**src/rtl/ex_stage_pkg.sv**
```systemverilog
// Shared encodings and types for the RV32IM execute stage.
package ex_stage_pkg;

    localparam int unsigned XLEN      = 32;
    localparam int unsigned MD_CYCLES = 32;
    localparam int unsigned CNT_W     = $clog2(MD_CYCLES);

    localparam logic [1:0] FWD_REG   = 2'b00;
    localparam logic [1:0] FWD_MEMWB = 2'b01;
    localparam logic [1:0] FWD_EXMEM = 2'b10;

    typedef enum logic [3:0] {
        ALU_ADD   = 4'd0,
        ALU_SUB   = 4'd1,
        ALU_SLL   = 4'd2,
        ALU_SLT   = 4'd3,
        ALU_SLTU  = 4'd4,
        ALU_XOR   = 4'd5,
        ALU_SRL   = 4'd6,
        ALU_SRA   = 4'd7,
        ALU_OR    = 4'd8,
        ALU_AND   = 4'd9,
        ALU_PASSB = 4'd10
    } aluop_e;

    typedef enum logic [2:0] {
        MD_MUL    = 3'd0,
        MD_MULH   = 3'd1,
        MD_MULHSU = 3'd2,
        MD_MULHU  = 3'd3,
        MD_DIV    = 3'd4,
        MD_DIVU   = 3'd5,
        MD_REM    = 3'd6,
        MD_REMU   = 3'd7
    } mdop_e;

    typedef enum logic [1:0] {
        S_IDLE = 2'd0,
        S_CALC = 2'd1,
        S_DONE = 2'd2
    } md_state_e;

    typedef struct packed {
        logic [4:0] rd;
        logic       regwrite;
        logic       memread;
        logic       memwrite;
        logic       memtoreg;
    } exmem_ctrl_t;

    // x0 is never forwarded; EX/MEM wins over MEM/WB when both are flagged.
    function automatic logic [XLEN-1:0] fwd_sel(input logic [1:0]      code,
                                                input logic [4:0]      rs,
                                                input logic [XLEN-1:0] reg_val,
                                                input logic [XLEN-1:0] exmem_val,
                                                input logic [XLEN-1:0] memwb_val);
        fwd_sel = reg_val;
        if (rs != 5'd0) begin
            if ((code & FWD_EXMEM) != FWD_REG) begin
                fwd_sel = exmem_val;
            end else if (code == FWD_MEMWB) begin
                fwd_sel = memwb_val;
            end
        end
    endfunction

endpackage

```
**src/rtl/ex_stage_muldiv_unit.sv**
```systemverilog
// Iterative multiply/divide engine: magnitude shift-add / restoring divide with sign fix-up.
module muldiv_unit
    import ex_stage_pkg::*;
(
    input  logic            i_clk,
    input  logic            i_rst,
    input  logic            i_start,
    input  logic            i_abort,
    input  logic [XLEN-1:0] i_a,
    input  logic [XLEN-1:0] i_b,
    input  mdop_e           i_op,
    input  exmem_ctrl_t     i_ctrl,
    output logic            o_stall_c,
    output logic            o_done_c,
    output logic [XLEN-1:0] o_result_c,
    output exmem_ctrl_t     o_ctrl
);

    md_state_e         r_state;
    md_state_e         w_state_nxt;
    logic [CNT_W-1:0]  r_cnt;
    logic [XLEN-1:0]   r_hi;
    logic [XLEN-1:0]   r_lo;
    logic [XLEN-1:0]   r_div;
    logic [XLEN-1:0]   r_dividend;
    mdop_e             r_op;
    logic              r_neg_q;
    logic              r_neg_r;
    logic              r_div0;
    exmem_ctrl_t       r_ctrl;

    logic              w_sa;
    logic              w_sb;
    logic [XLEN-1:0]   w_a_mag;
    logic [XLEN-1:0]   w_b_mag;
    logic [XLEN:0]     w_mul_sum;
    logic [XLEN:0]     w_shift;
    logic              w_ge;
    logic [XLEN-1:0]   w_sub;
    logic [2*XLEN-1:0] w_prod;
    logic [XLEN-1:0]   w_quot;
    logic [XLEN-1:0]   w_rem;

    // Operand signedness decides whether magnitudes are taken at entry.
    assign w_sa    = (i_op == MD_MULH || i_op == MD_MULHSU || i_op == MD_DIV || i_op == MD_REM)
                     && i_a[XLEN-1];
    assign w_sb    = (i_op == MD_MULH || i_op == MD_DIV || i_op == MD_REM) && i_b[XLEN-1];
    assign w_a_mag = w_sa ? -i_a : i_a;
    assign w_b_mag = w_sb ? -i_b : i_b;

    assign w_mul_sum = {1'b0, r_hi} + (r_lo[0] ? {1'b0, r_div} : {(XLEN+1){1'b0}});
    assign w_shift   = {r_hi, r_lo[XLEN-1]};
    assign w_ge      = w_shift >= {1'b0, r_div};
    assign w_sub     = w_shift[XLEN-1:0] - r_div;

    always_comb begin
        w_state_nxt = r_state;
        o_stall_c   = 1'b0;
        o_done_c    = 1'b0;
        case (r_state)
            S_IDLE: begin
                if (i_start) begin
                    w_state_nxt = S_CALC;
                    o_stall_c   = 1'b1;
                end
            end
            S_CALC: begin
                if (i_abort) begin
                    w_state_nxt = S_IDLE;
                end else begin
                    o_stall_c = 1'b1;
                    if (r_cnt == CNT_W'(MD_CYCLES - 1)) begin
                        w_state_nxt = S_DONE;
                    end
                end
            end
            S_DONE: begin
                w_state_nxt = S_IDLE;
                o_done_c    = !i_abort;
            end
            default: w_state_nxt = S_IDLE;
        endcase
    end

    always_ff @(posedge i_clk) begin
        if (i_rst) begin
            r_state    <= S_IDLE;
            r_cnt      <= '0;
            r_hi       <= '0;
            r_lo       <= '0;
            r_div      <= '0;
            r_dividend <= '0;
            r_op       <= MD_MUL;
            r_neg_q    <= 1'b0;
            r_neg_r    <= 1'b0;
            r_div0     <= 1'b0;
            r_ctrl     <= '0;
        end else begin
            r_state <= w_state_nxt;
            if (r_state == S_IDLE && i_start) begin
                r_cnt      <= '0;
                r_hi       <= '0;
                r_lo       <= w_a_mag;
                r_div      <= w_b_mag;
                r_dividend <= i_a;
                r_op       <= i_op;
                r_neg_q    <= w_sa ^ w_sb;
                r_neg_r    <= w_sa;
                r_div0     <= (i_b == '0);
                r_ctrl     <= i_ctrl;
            end else if (r_state == S_CALC) begin
                r_cnt <= r_cnt + CNT_W'(1);
                if (r_op[2]) begin
                    r_hi <= w_ge ? w_sub : w_shift[XLEN-1:0];
                    r_lo <= {r_lo[XLEN-2:0], w_ge};
                end else begin
                    r_hi <= w_mul_sum[XLEN:1];
                    r_lo <= {w_mul_sum[0], r_lo[XLEN-1:1]};
                end
            end
        end
    end

    assign w_prod = r_neg_q ? -{r_hi, r_lo} : {r_hi, r_lo};
    assign w_quot = r_neg_q ? -r_lo : r_lo;
    assign w_rem  = r_neg_r ? -r_hi : r_hi;

    always_comb begin
        o_result_c = '0;
        case (r_op)
            MD_MUL:                        o_result_c = w_prod[XLEN-1:0];
            MD_MULH, MD_MULHSU, MD_MULHU:  o_result_c = w_prod[2*XLEN-1:XLEN];
            MD_DIV, MD_DIVU:               o_result_c = r_div0 ? '1 : w_quot;
            MD_REM, MD_REMU:               o_result_c = r_div0 ? r_dividend : w_rem;
            default:                       o_result_c = '0;
        endcase
    end

    assign o_ctrl = r_ctrl;

endmodule

```
**src/rtl/ex_stage.sv**
```systemverilog
// Execute stage: operand forwarding, inline ALU, mul/div engine and the EX/MEM register.
module ex_stage
    import ex_stage_pkg::*;
(
    input  logic            CLK,
    input  logic            RST,
    input  logic [XLEN-1:0] IDEX_PC,
    input  logic [XLEN-1:0] IDEX_RS1_DATA,
    input  logic [XLEN-1:0] IDEX_RS2_DATA,
    input  logic [XLEN-1:0] IDEX_IMM,
    input  logic [4:0]      IDEX_RS,
    input  logic [4:0]      IDEX_RT,
    input  logic [4:0]      IDEX_RD,
    input  logic [3:0]      IDEX_ALUOP,
    input  logic            IDEX_ALUSRC_A,
    input  logic            IDEX_ALUSRC_B,
    input  logic            IDEX_MULDIV,
    input  logic [2:0]      IDEX_MDOP,
    input  logic            IDEX_REGWRITE,
    input  logic            IDEX_MEMREAD,
    input  logic            IDEX_MEMWRITE,
    input  logic            IDEX_MEMTOREG,
    input  logic [1:0]      FORWARD_A,
    input  logic [1:0]      FORWARD_B,
    input  logic [XLEN-1:0] MEMWB_WB_DATA,
    input  logic            FLUSH,
    output logic            STALL_REQ,
    output logic [XLEN-1:0] EXMEM_RESULT,
    output logic [XLEN-1:0] EXMEM_STORE_DATA,
    output logic [4:0]      EXMEM_RD,
    output logic            EXMEM_REGWRITE,
    output logic            EXMEM_MEMREAD,
    output logic            EXMEM_MEMWRITE,
    output logic            EXMEM_MEMTOREG
);

    logic [XLEN-1:0] w_fwd_a;
    logic [XLEN-1:0] w_fwd_b;
    logic [XLEN-1:0] w_op_a;
    logic [XLEN-1:0] w_op_b;
    logic [4:0]      w_shamt;
    logic [XLEN-1:0] w_alu;
    exmem_ctrl_t     w_idex_ctrl;
    logic            w_md_start;
    logic            w_md_stall;
    logic            w_md_done;
    logic [XLEN-1:0] w_md_result;
    exmem_ctrl_t     w_md_ctrl;

    assign w_fwd_a = fwd_sel(FORWARD_A, IDEX_RS, IDEX_RS1_DATA, EXMEM_RESULT, MEMWB_WB_DATA);
    assign w_fwd_b = fwd_sel(FORWARD_B, IDEX_RT, IDEX_RS2_DATA, EXMEM_RESULT, MEMWB_WB_DATA);
    assign w_op_a  = IDEX_ALUSRC_A ? IDEX_PC : w_fwd_a;
    assign w_op_b  = IDEX_ALUSRC_B ? IDEX_IMM : w_fwd_b;
    assign w_shamt = w_op_b[4:0];

    always_comb begin
        w_alu = '0;
        case (IDEX_ALUOP)
            ALU_ADD:   w_alu = w_op_a + w_op_b;
            ALU_SUB:   w_alu = w_op_a - w_op_b;
            ALU_SLL:   w_alu = w_op_a << w_shamt;
            ALU_SLT:   w_alu = {{(XLEN-1){1'b0}}, $signed(w_op_a) < $signed(w_op_b)};
            ALU_SLTU:  w_alu = {{(XLEN-1){1'b0}}, w_op_a < w_op_b};
            ALU_XOR:   w_alu = w_op_a ^ w_op_b;
            ALU_SRL:   w_alu = w_op_a >> w_shamt;
            ALU_SRA:   w_alu = XLEN'($signed(w_op_a) >>> w_shamt);
            ALU_OR:    w_alu = w_op_a | w_op_b;
            ALU_AND:   w_alu = w_op_a & w_op_b;
            ALU_PASSB: w_alu = w_op_b;
            default:   w_alu = '0;
        endcase
    end

    assign w_idex_ctrl = {IDEX_RD, IDEX_REGWRITE, IDEX_MEMREAD, IDEX_MEMWRITE, IDEX_MEMTOREG};
    assign w_md_start  = IDEX_MULDIV && !FLUSH;

    muldiv_unit u_muldiv (
        .i_clk      (CLK),
        .i_rst      (RST),
        .i_start    (w_md_start),
        .i_abort    (FLUSH),
        .i_a        (w_fwd_a),
        .i_b        (w_fwd_b),
        .i_op       (mdop_e'(IDEX_MDOP)),
        .i_ctrl     (w_idex_ctrl),
        .o_stall_c  (w_md_stall),
        .o_done_c   (w_md_done),
        .o_result_c (w_md_result),
        .o_ctrl     (w_md_ctrl)
    );

    // Stall is combinational so the front end holds in the very cycle mul/div enters.
    assign STALL_REQ = w_md_stall;

    always_ff @(posedge CLK) begin
        if (RST || FLUSH || w_md_stall) begin
            EXMEM_RESULT     <= '0;
            EXMEM_STORE_DATA <= '0;
            EXMEM_RD         <= '0;
            EXMEM_REGWRITE   <= 1'b0;
            EXMEM_MEMREAD    <= 1'b0;
            EXMEM_MEMWRITE   <= 1'b0;
            EXMEM_MEMTOREG   <= 1'b0;
        end else if (w_md_done) begin
            EXMEM_RESULT     <= w_md_result;
            EXMEM_STORE_DATA <= '0;
            EXMEM_RD         <= w_md_ctrl.rd;
            EXMEM_REGWRITE   <= w_md_ctrl.regwrite;
            EXMEM_MEMREAD    <= w_md_ctrl.memread;
            EXMEM_MEMWRITE   <= w_md_ctrl.memwrite;
            EXMEM_MEMTOREG   <= w_md_ctrl.memtoreg;
        end else begin
            EXMEM_RESULT     <= w_alu;
            EXMEM_STORE_DATA <= w_fwd_b;
            EXMEM_RD         <= IDEX_RD;
            EXMEM_REGWRITE   <= IDEX_REGWRITE;
            EXMEM_MEMREAD    <= IDEX_MEMREAD;
            EXMEM_MEMWRITE   <= IDEX_MEMWRITE;
            EXMEM_MEMTOREG   <= IDEX_MEMTOREG;
        end
    end

endmodule

```
**config.mk**
```make
export PLATFORM = sky130hd
export DESIGN_NAME = ex_stage
export DESIGN_NICKNAME = d
export VERILOG_FILES = /design/src/rtl/ex_stage_pkg.sv /design/src/rtl/ex_stage_muldiv_unit.sv /design/src/rtl/ex_stage.sv
export SDC_FILE = /design/constraint.sdc
export NUM_CORES = 2
export LEC_CHECK = 0
export CAP_MARGIN = 10
export CORE_MARGIN = 2
export CORE_UTILIZATION = 29
export DETAILED_ROUTE_END_ITERATION = 7
export GPL_TIMING_DRIVEN = 0
export SETUP_SLACK_MARGIN = 0.5
export SLEW_MARGIN = 10
export SYNTH_ARGS = -nofsm -noshare
export SYNTH_HDL_FRONTEND = slang
export SYNTH_HIERARCHICAL = 1
export SYNTH_SLANG_ARGS = --single-unit
```
**constraint.sdc**
```tcl
create_clock -name CLK -period 17.3 [get_ports CLK]
set_clock_uncertainty 0.1 [all_clocks]
set_input_delay 3.46 -clock CLK [delete_from_list [all_inputs] [get_ports CLK]]
set_output_delay 3.46 -clock CLK [all_outputs]
set_load 0.02 [all_outputs]
```
* Word level (Yosys, flattened, before mapping)
Index checks and enable logic that the tools add are counted.
Word-level totals: register bits 223, bits of input ports 196
Operators by class: add/sub/neg operators 10, magnitude comparators 3, equal/unequal tests 28, shift operators 3, muxes and demuxes 37, bitwise operators 4, reductions and logical operators 25
Operators by type and width (count):
- $mux 32 | 21
- $pmux 32 s11 | 1
- $neg 32->32 | 4
- $pmux 32 s4 | 1
- $lt 32x32->1 | 2
- $mux 64 | 1
- $neg 64->64 | 1
- $sub 32x32->32 | 2
- $add 32x33->33 | 1
- $ge 33x32->1 | 1
- $add 32x32->32 | 1
- $and 32x32->32 | 1
- $logic_not 32->1 | 1
- $or 32x32->32 | 1
- $shl 32x5->32 | 1
- $shr 32x5->32 | 1
- $sshr 32x5->32 | 1
- $xor 32x32->32 | 1
- $eq 3x3->1 const B | 6
- $eq 4x3->1 const B | 4
- $eq 4x4->1 const B | 3
- $reduce_bool 5->1 | 2
- $eq 3x2->1 const B | 3
- $eq 4x2->1 const B | 2
- other kinds (24) | 47

* Depth between registers and ports, before layout
depth in word-level cells 8, depth in mapped cells 22, depth with buffers taken out 19

* Cells and area by module
Netlist, hierarchy kept.
Modules (own cells, without submodules):
- ex_stage | times used 1, cells an instance 2205, area an instance 15424.8 sq um, seq. area each 1461.4 sq um
- muldiv_unit | times used 1, cells an instance 2017, area an instance 14281.2 sq um, seq. area each 3002.9 sq um

* Least setup slack after synthesis
No wires, ideal clock.
path type input port to output port, from input IDEX_MULDIV, to output STALL_REQ, arrival 4.519 ns, required time 13.740 ns, path slack 9.221 ns, stages 5, path buffers 2, cells stage by stage nor2b_1 -> nand2_1 -> clkbuf_1 -> buf_1 -> o21ai_0
On the way: longest elaborated chain between the ends 3
RTL lines:
- from (decl) | line ex_stage.sv:17 | input logic IDEX_MULDIV,
- $logic_and 1x1->1 | line ex_stage.sv:75 | assign w_md_start = IDEX_MULDIV && !FLUSH;
- $mux 1 | line ex_stage_muldiv_unit.sv:62 | if (i_start) begin
- $pmux 1 s2 | line ex_stage_muldiv_unit.sv:60 | case (r_state)
- to (decl) | line ex_stage.sv:27 | output logic STALL_REQ,
Every way passes these cells.

* Final worst setup path
from input FORWARD_B[1], to register EXMEM_RESULT[26]
On the way: longest elaborated chain between the ends 8, elaborated cells on any way between the ends 15
RTL lines:
- from (decl) | line ex_stage.sv:24 | input logic [1:0] FORWARD_B,
- $eq 2x1->1 | line ex_stage_pkg.sv:61 | end else if (code == FWD_MEMWB) begin
- $mux 32 | line ex_stage_pkg.sv:61
- $mux 32 (*) | line ex_stage_pkg.sv:59 | if ((code & FWD_EXMEM) != FWD_REG) begin
- $mux 32 (*) | line ex_stage_pkg.sv:58 | if (rs != 5'd0) begin
- $mux 32 (*) | line ex_stage.sv:53 | assign w_op_b = IDEX_ALUSRC_B ? IDEX_IMM : w_fwd_b;
- $sub 32x32->32 (tied with other cells) | line ex_stage.sv:60 | ALU_SUB: w_alu = w_op_a - w_op_b;
- $pmux 32 s11 (*) | line ex_stage.sv:58 | case (IDEX_ALUOP)
- $mux 32 (*) | line ex_stage.sv:104 | end else if (w_md_done) begin
- to (signal assigned) | line ex_stage.sv:105 | EXMEM_RESULT <= w_md_result;
- to (signal assigned) | line ex_stage.sv:113 | EXMEM_RESULT <= w_alu;
- to (decl) | line ex_stage.sv:28 | output logic [XLEN-1:0] EXMEM_RESULT,
Every way passes the cells marked *; elsewhere a longest branch is shown, timed or not. A chain may end at the register's enable or synchronous reset.

==> results.yml <==
run_status:
  status: "complete, but fails checks"
  violations: "capacitance limit, slew limit"
layout:
  syn_to_final_growth_pct: 20.4
  n_fill_cell: 11063
  drive_above_1_share_pct: 7.02
  final_area_sq_um: 35800
  multi_input_area_sq_um: 23200
  regArea_sq_um: 4460
  final_nets: 4933
  fin_cells: 5962
clock_network:
  cts_hold_buf: 0
  clock_latency_ns: 0.62
  post-cts-setup-buffer-count: 0
  root_buffer: "clkbuf_16"
  cts_max_level: 2
  ctsResizeCount: 0
  cts_buffers: 34
  path_clk_slew_ns: 0.07
  clock-sinks: 223
  cts_tree: "done"
  clockBufferDepth: 3
placed_design:
  portBuffers: 262
  gp_congestion: 1.10
  dpl.hpwl_um: 174000
  place_inst: 5889
  placed_area_sq_um: 34600
global_routing:
  grt_max_degree: 14
  antenna_found_initial: 16
  grt_pass1_wl_um: 285000
  grt-ovfl-total: 0
  grt_pass1_vias: 35506
  track_usage_pct: 39.1
setup_path:
  crit_chain: "clkdlybuf4s50_1, buf_2, clkbuf_1, clkbuf_1, nor2_1, a221oi_1, o21ai_0, ha_1, clkbuf_1, and3_1, nand2_1, a211oi_1, o31ai_1, o21ai_0, xnor2_1, a221oi_1, a21oi_1"
  r2r_start: "EXMEM_RESULT[3]"
  end_kind: "flop"
  max_stage_delay_ns: 0.84
  reg2reg_to: "EXMEM_RESULT[20]"
  cp_common_cell: "clkbuf_1"
  criticalPathCategory: "in -> reg"
  crit_end: "EXMEM_RESULT[26]"
  critPathSlowestCell: "a221oi_1"
  startpoint_type: "input pin"
  r2r_slack_ns: 9.76
  crit_fanout: 10
  critPathTopFamily: "compound AO/OA/AOI/OAI gates"
  ff2ff_path_depth: 18
  worst-path-buf-inv: 5
  path_depth: 17
  arrival_ns: 11.35
  startpoint: "FORWARD_B[1]"
  crit_required_ns: 17.57
sta:
  hold_violations: 0
  tns_ns: 0
  max_slew.worst_pin.slew_ns: 1.71
  setup_violations: 0
  drv_slew: 10
  period_minus_slack_ns: 11.08
  period_share_pct: 64.1
  fmax_mhz: 90.2
  rsz0062_at_grt: "no"
  max-slew-margin-rel_pct: -14.2
  timing.hold.ws_ns: 0.357
routing:
  viasPerCell: 6.37
  ant_nets: 0
  drc: 0
  drt_first_pass_iters: 7
  vias: 37987
  avgRoutedWirePerCell_um: 35.7
  postRouteWirelength_um: 213000
  drt_iter0_markers: 5040
logic_synthesis:
  synthesis.nets: 4596
  synth_area_leaders: "dfxtp_1 15%, ha_1 7.3%, a21oi_1 6.2%, mux2i_1 5.8%, nor2_1 5.5%"
  synth_edf_count: 0
  synthTopCellsByCount: "437 x nor2_1, 387 x nand2_1, 367 x a21oi_1"
  synth.cell_area_sq_um: 29700
  netlist.area_leader.share_pct: 15.0
  syn_area_per_cell_sq_um: 7.04
  synth_top_cell_by_area: "dfxtp_1"
  postSynthCellCount: 4222
  ys_seq_area_share_pct: 15.0
  synth-warning-count: 6
  netlist-cell-type-count: 113
  synth_flop_cell: "dfxtp_1"
  synth-async-reset-ratio_pct: 0
  yosys.cell_count.top_type: "nor2_1"
  synth_seq_cells: 223
power:
  power.total_uw: 2720
  intPower_uw: 1400
  switching_share_pct: 48.3
  clkPwrFrac_pct: 27.4
  p_seq_share_pct: 21.3
  power.switching_uw: 1310
  peakVddDrop_mv: 0.0583
  p_leak_uw: 0.0137
  p_per_area_nw_per_um2: 76.0
  p_comb_share_pct: 51.3
die:
  dieHeight_um: 324
  rows: 117
  die_w_um: 324
  initial_core_util_pct: 29.2
  dieArea_sq_um: 105000
  core_area_sq_um: 102000
  io_pins: 270
run:
  cap_violations: 2
min_path:
  min_path_type: "reg -> reg"
[layer usage]
| layer | global-route usage [%] | vias to the layer above | wire, um |
|---|---|---|---|
| li1 | - | 16198 | - |
| met1 | 48.3 | 18415 | 82800 |
| met2 | 59.5 | 2710 | 89300 |
| met3 | 11.4 | 660 | 24600 |
| met4 | 24.5 | 4 | 16300 |
| met5 | 0 | - | 32 |
[worst min-delay path: cells and delay by family, from the launching register on]
kind / cells / cell delay, ns
DFF: 1 / 0.31
and+or+nand+nor: 1 / 0.05
AOI/OAI and AO/OA: 1 / 0.05
[power by group through the flow]
stage / logic, uW / registers, uW / clock network [uW]
after floorplan: 756 / 574 / 0
after global placement: 1310 / 586 / 0
after detailed placement: 1310 / 587 / 0
after CTS: 1320 / 576 / 751
after global routing: 1430 / 578 / 770
final: 1390 / 578 / 745
[stage by stage]
stage | worst slack, ns | util, %
3_3_place_gp | 4.52 | 33.5
5_1_grt | 6.22 | 35.1
6_report | 6.22 | 35.1
2_1_floorplan | 9.22 | -
3_5_place_dp | 5.91 | 34.0
4_1_cts | 6.49 | 35.1
[layout by cell type, fill, tap and decap left out, types with 26 or more instances in the layout]
master           instances
nor2_1                 437
nand2_1                387
a21oi_1                367
clkdlybuf4s50_1        262
o21ai_0                250
clkbuf_1               242
dfxtp_1                223
inv_1                  179
ha_1                   174
mux2i_1                173
a211oi_1               143
xnor2_1                114
nor3_1                 108
xor2_1                 106
or3_1                   75
nand3_1                 64
a22oi_1                 61
a31oi_1                 60
and2_1                  59
nand2b_1                59
a21o_1                  55
buf_2                   54
nor2b_1                 53
o221ai_1                47
o31ai_1                 44
and3_1                  42
buf_4                   38
a221oi_1                37
clkbuf_16               35
o22ai_1                 33
o211ai_1                32
nor4_1                  32
nand4_1                 26
[sequential cells by signal, indices dropped and copies added, names as in the netlist]
name,count
EXMEM_MEMWRITE,1
u_muldiv/r_lo,32
u_muldiv/r_div0,1
u_muldiv/r_state,2
EXMEM_REGWRITE,1
u_muldiv/o_ctrl,9
EXMEM_MEMREAD,1
u_muldiv/r_div,32
EXMEM_MEMTOREG,1
u_muldiv/r_op,3
u_muldiv/r_dividend,32
EXMEM_STORE_DATA,32
u_muldiv/r_cnt,5
EXMEM_RESULT,32
EXMEM_RD,5
u_muldiv/r_hi,32
u_muldiv/r_neg_r,1
u_muldiv/r_neg_q,1
[cells by family (layout without fill, tap and decap cells)]
family	Yosys count	count (layout)	share of synthesized area (%)
flops	223	223	15.0
simple gates	1449	1449	23.5
compound gates	1417	1417	32.7
mux	202	202	7.10
other cells	0	10	0
buf+inv	533	895	7.61
xor+xnor	220	220	6.49
fa+ha+maj	178	178	7.60
[worst min path at each step]
| stage | startpoint | to | slack, ns | cells after the start |
|---|---|---|---|---|
| after floorplan | u_muldiv/r_div[22] | u_muldiv/r_div[22] | 0.33 | 2 |
| after global placement | u_muldiv/o_ctrl[6] | u_muldiv/o_ctrl[6] | 0.34 | 2 |
| after detailed placement | u_muldiv/o_ctrl[2] | u_muldiv/o_ctrl[2] | 0.35 | 2 |
| after CTS | u_muldiv/o_ctrl[2] | u_muldiv/o_ctrl[2] | 0.36 | 2 |
| after global routing | u_muldiv/o_ctrl[3] | u_muldiv/o_ctrl[3] | 0.37 | 2 |
| final | u_muldiv/o_ctrl[2] | u_muldiv/o_ctrl[2] | 0.36 | 2 |
[final cells by class]
cell class | count | share of cell area [%]
buffer | 342 | 4.29
clock buffer | 43 | 2.62
multi-input combinational | 3466 | 64.8
antenna | 10 | 0.0700
timing repair buffer | 301 | 8.35
inverter | 191 | 2.03
clock inverter | 18 | 0.591
tap | 1368 | 4.79
sequential | 223 | 12.5
Power figures use the tool's default switching activity.
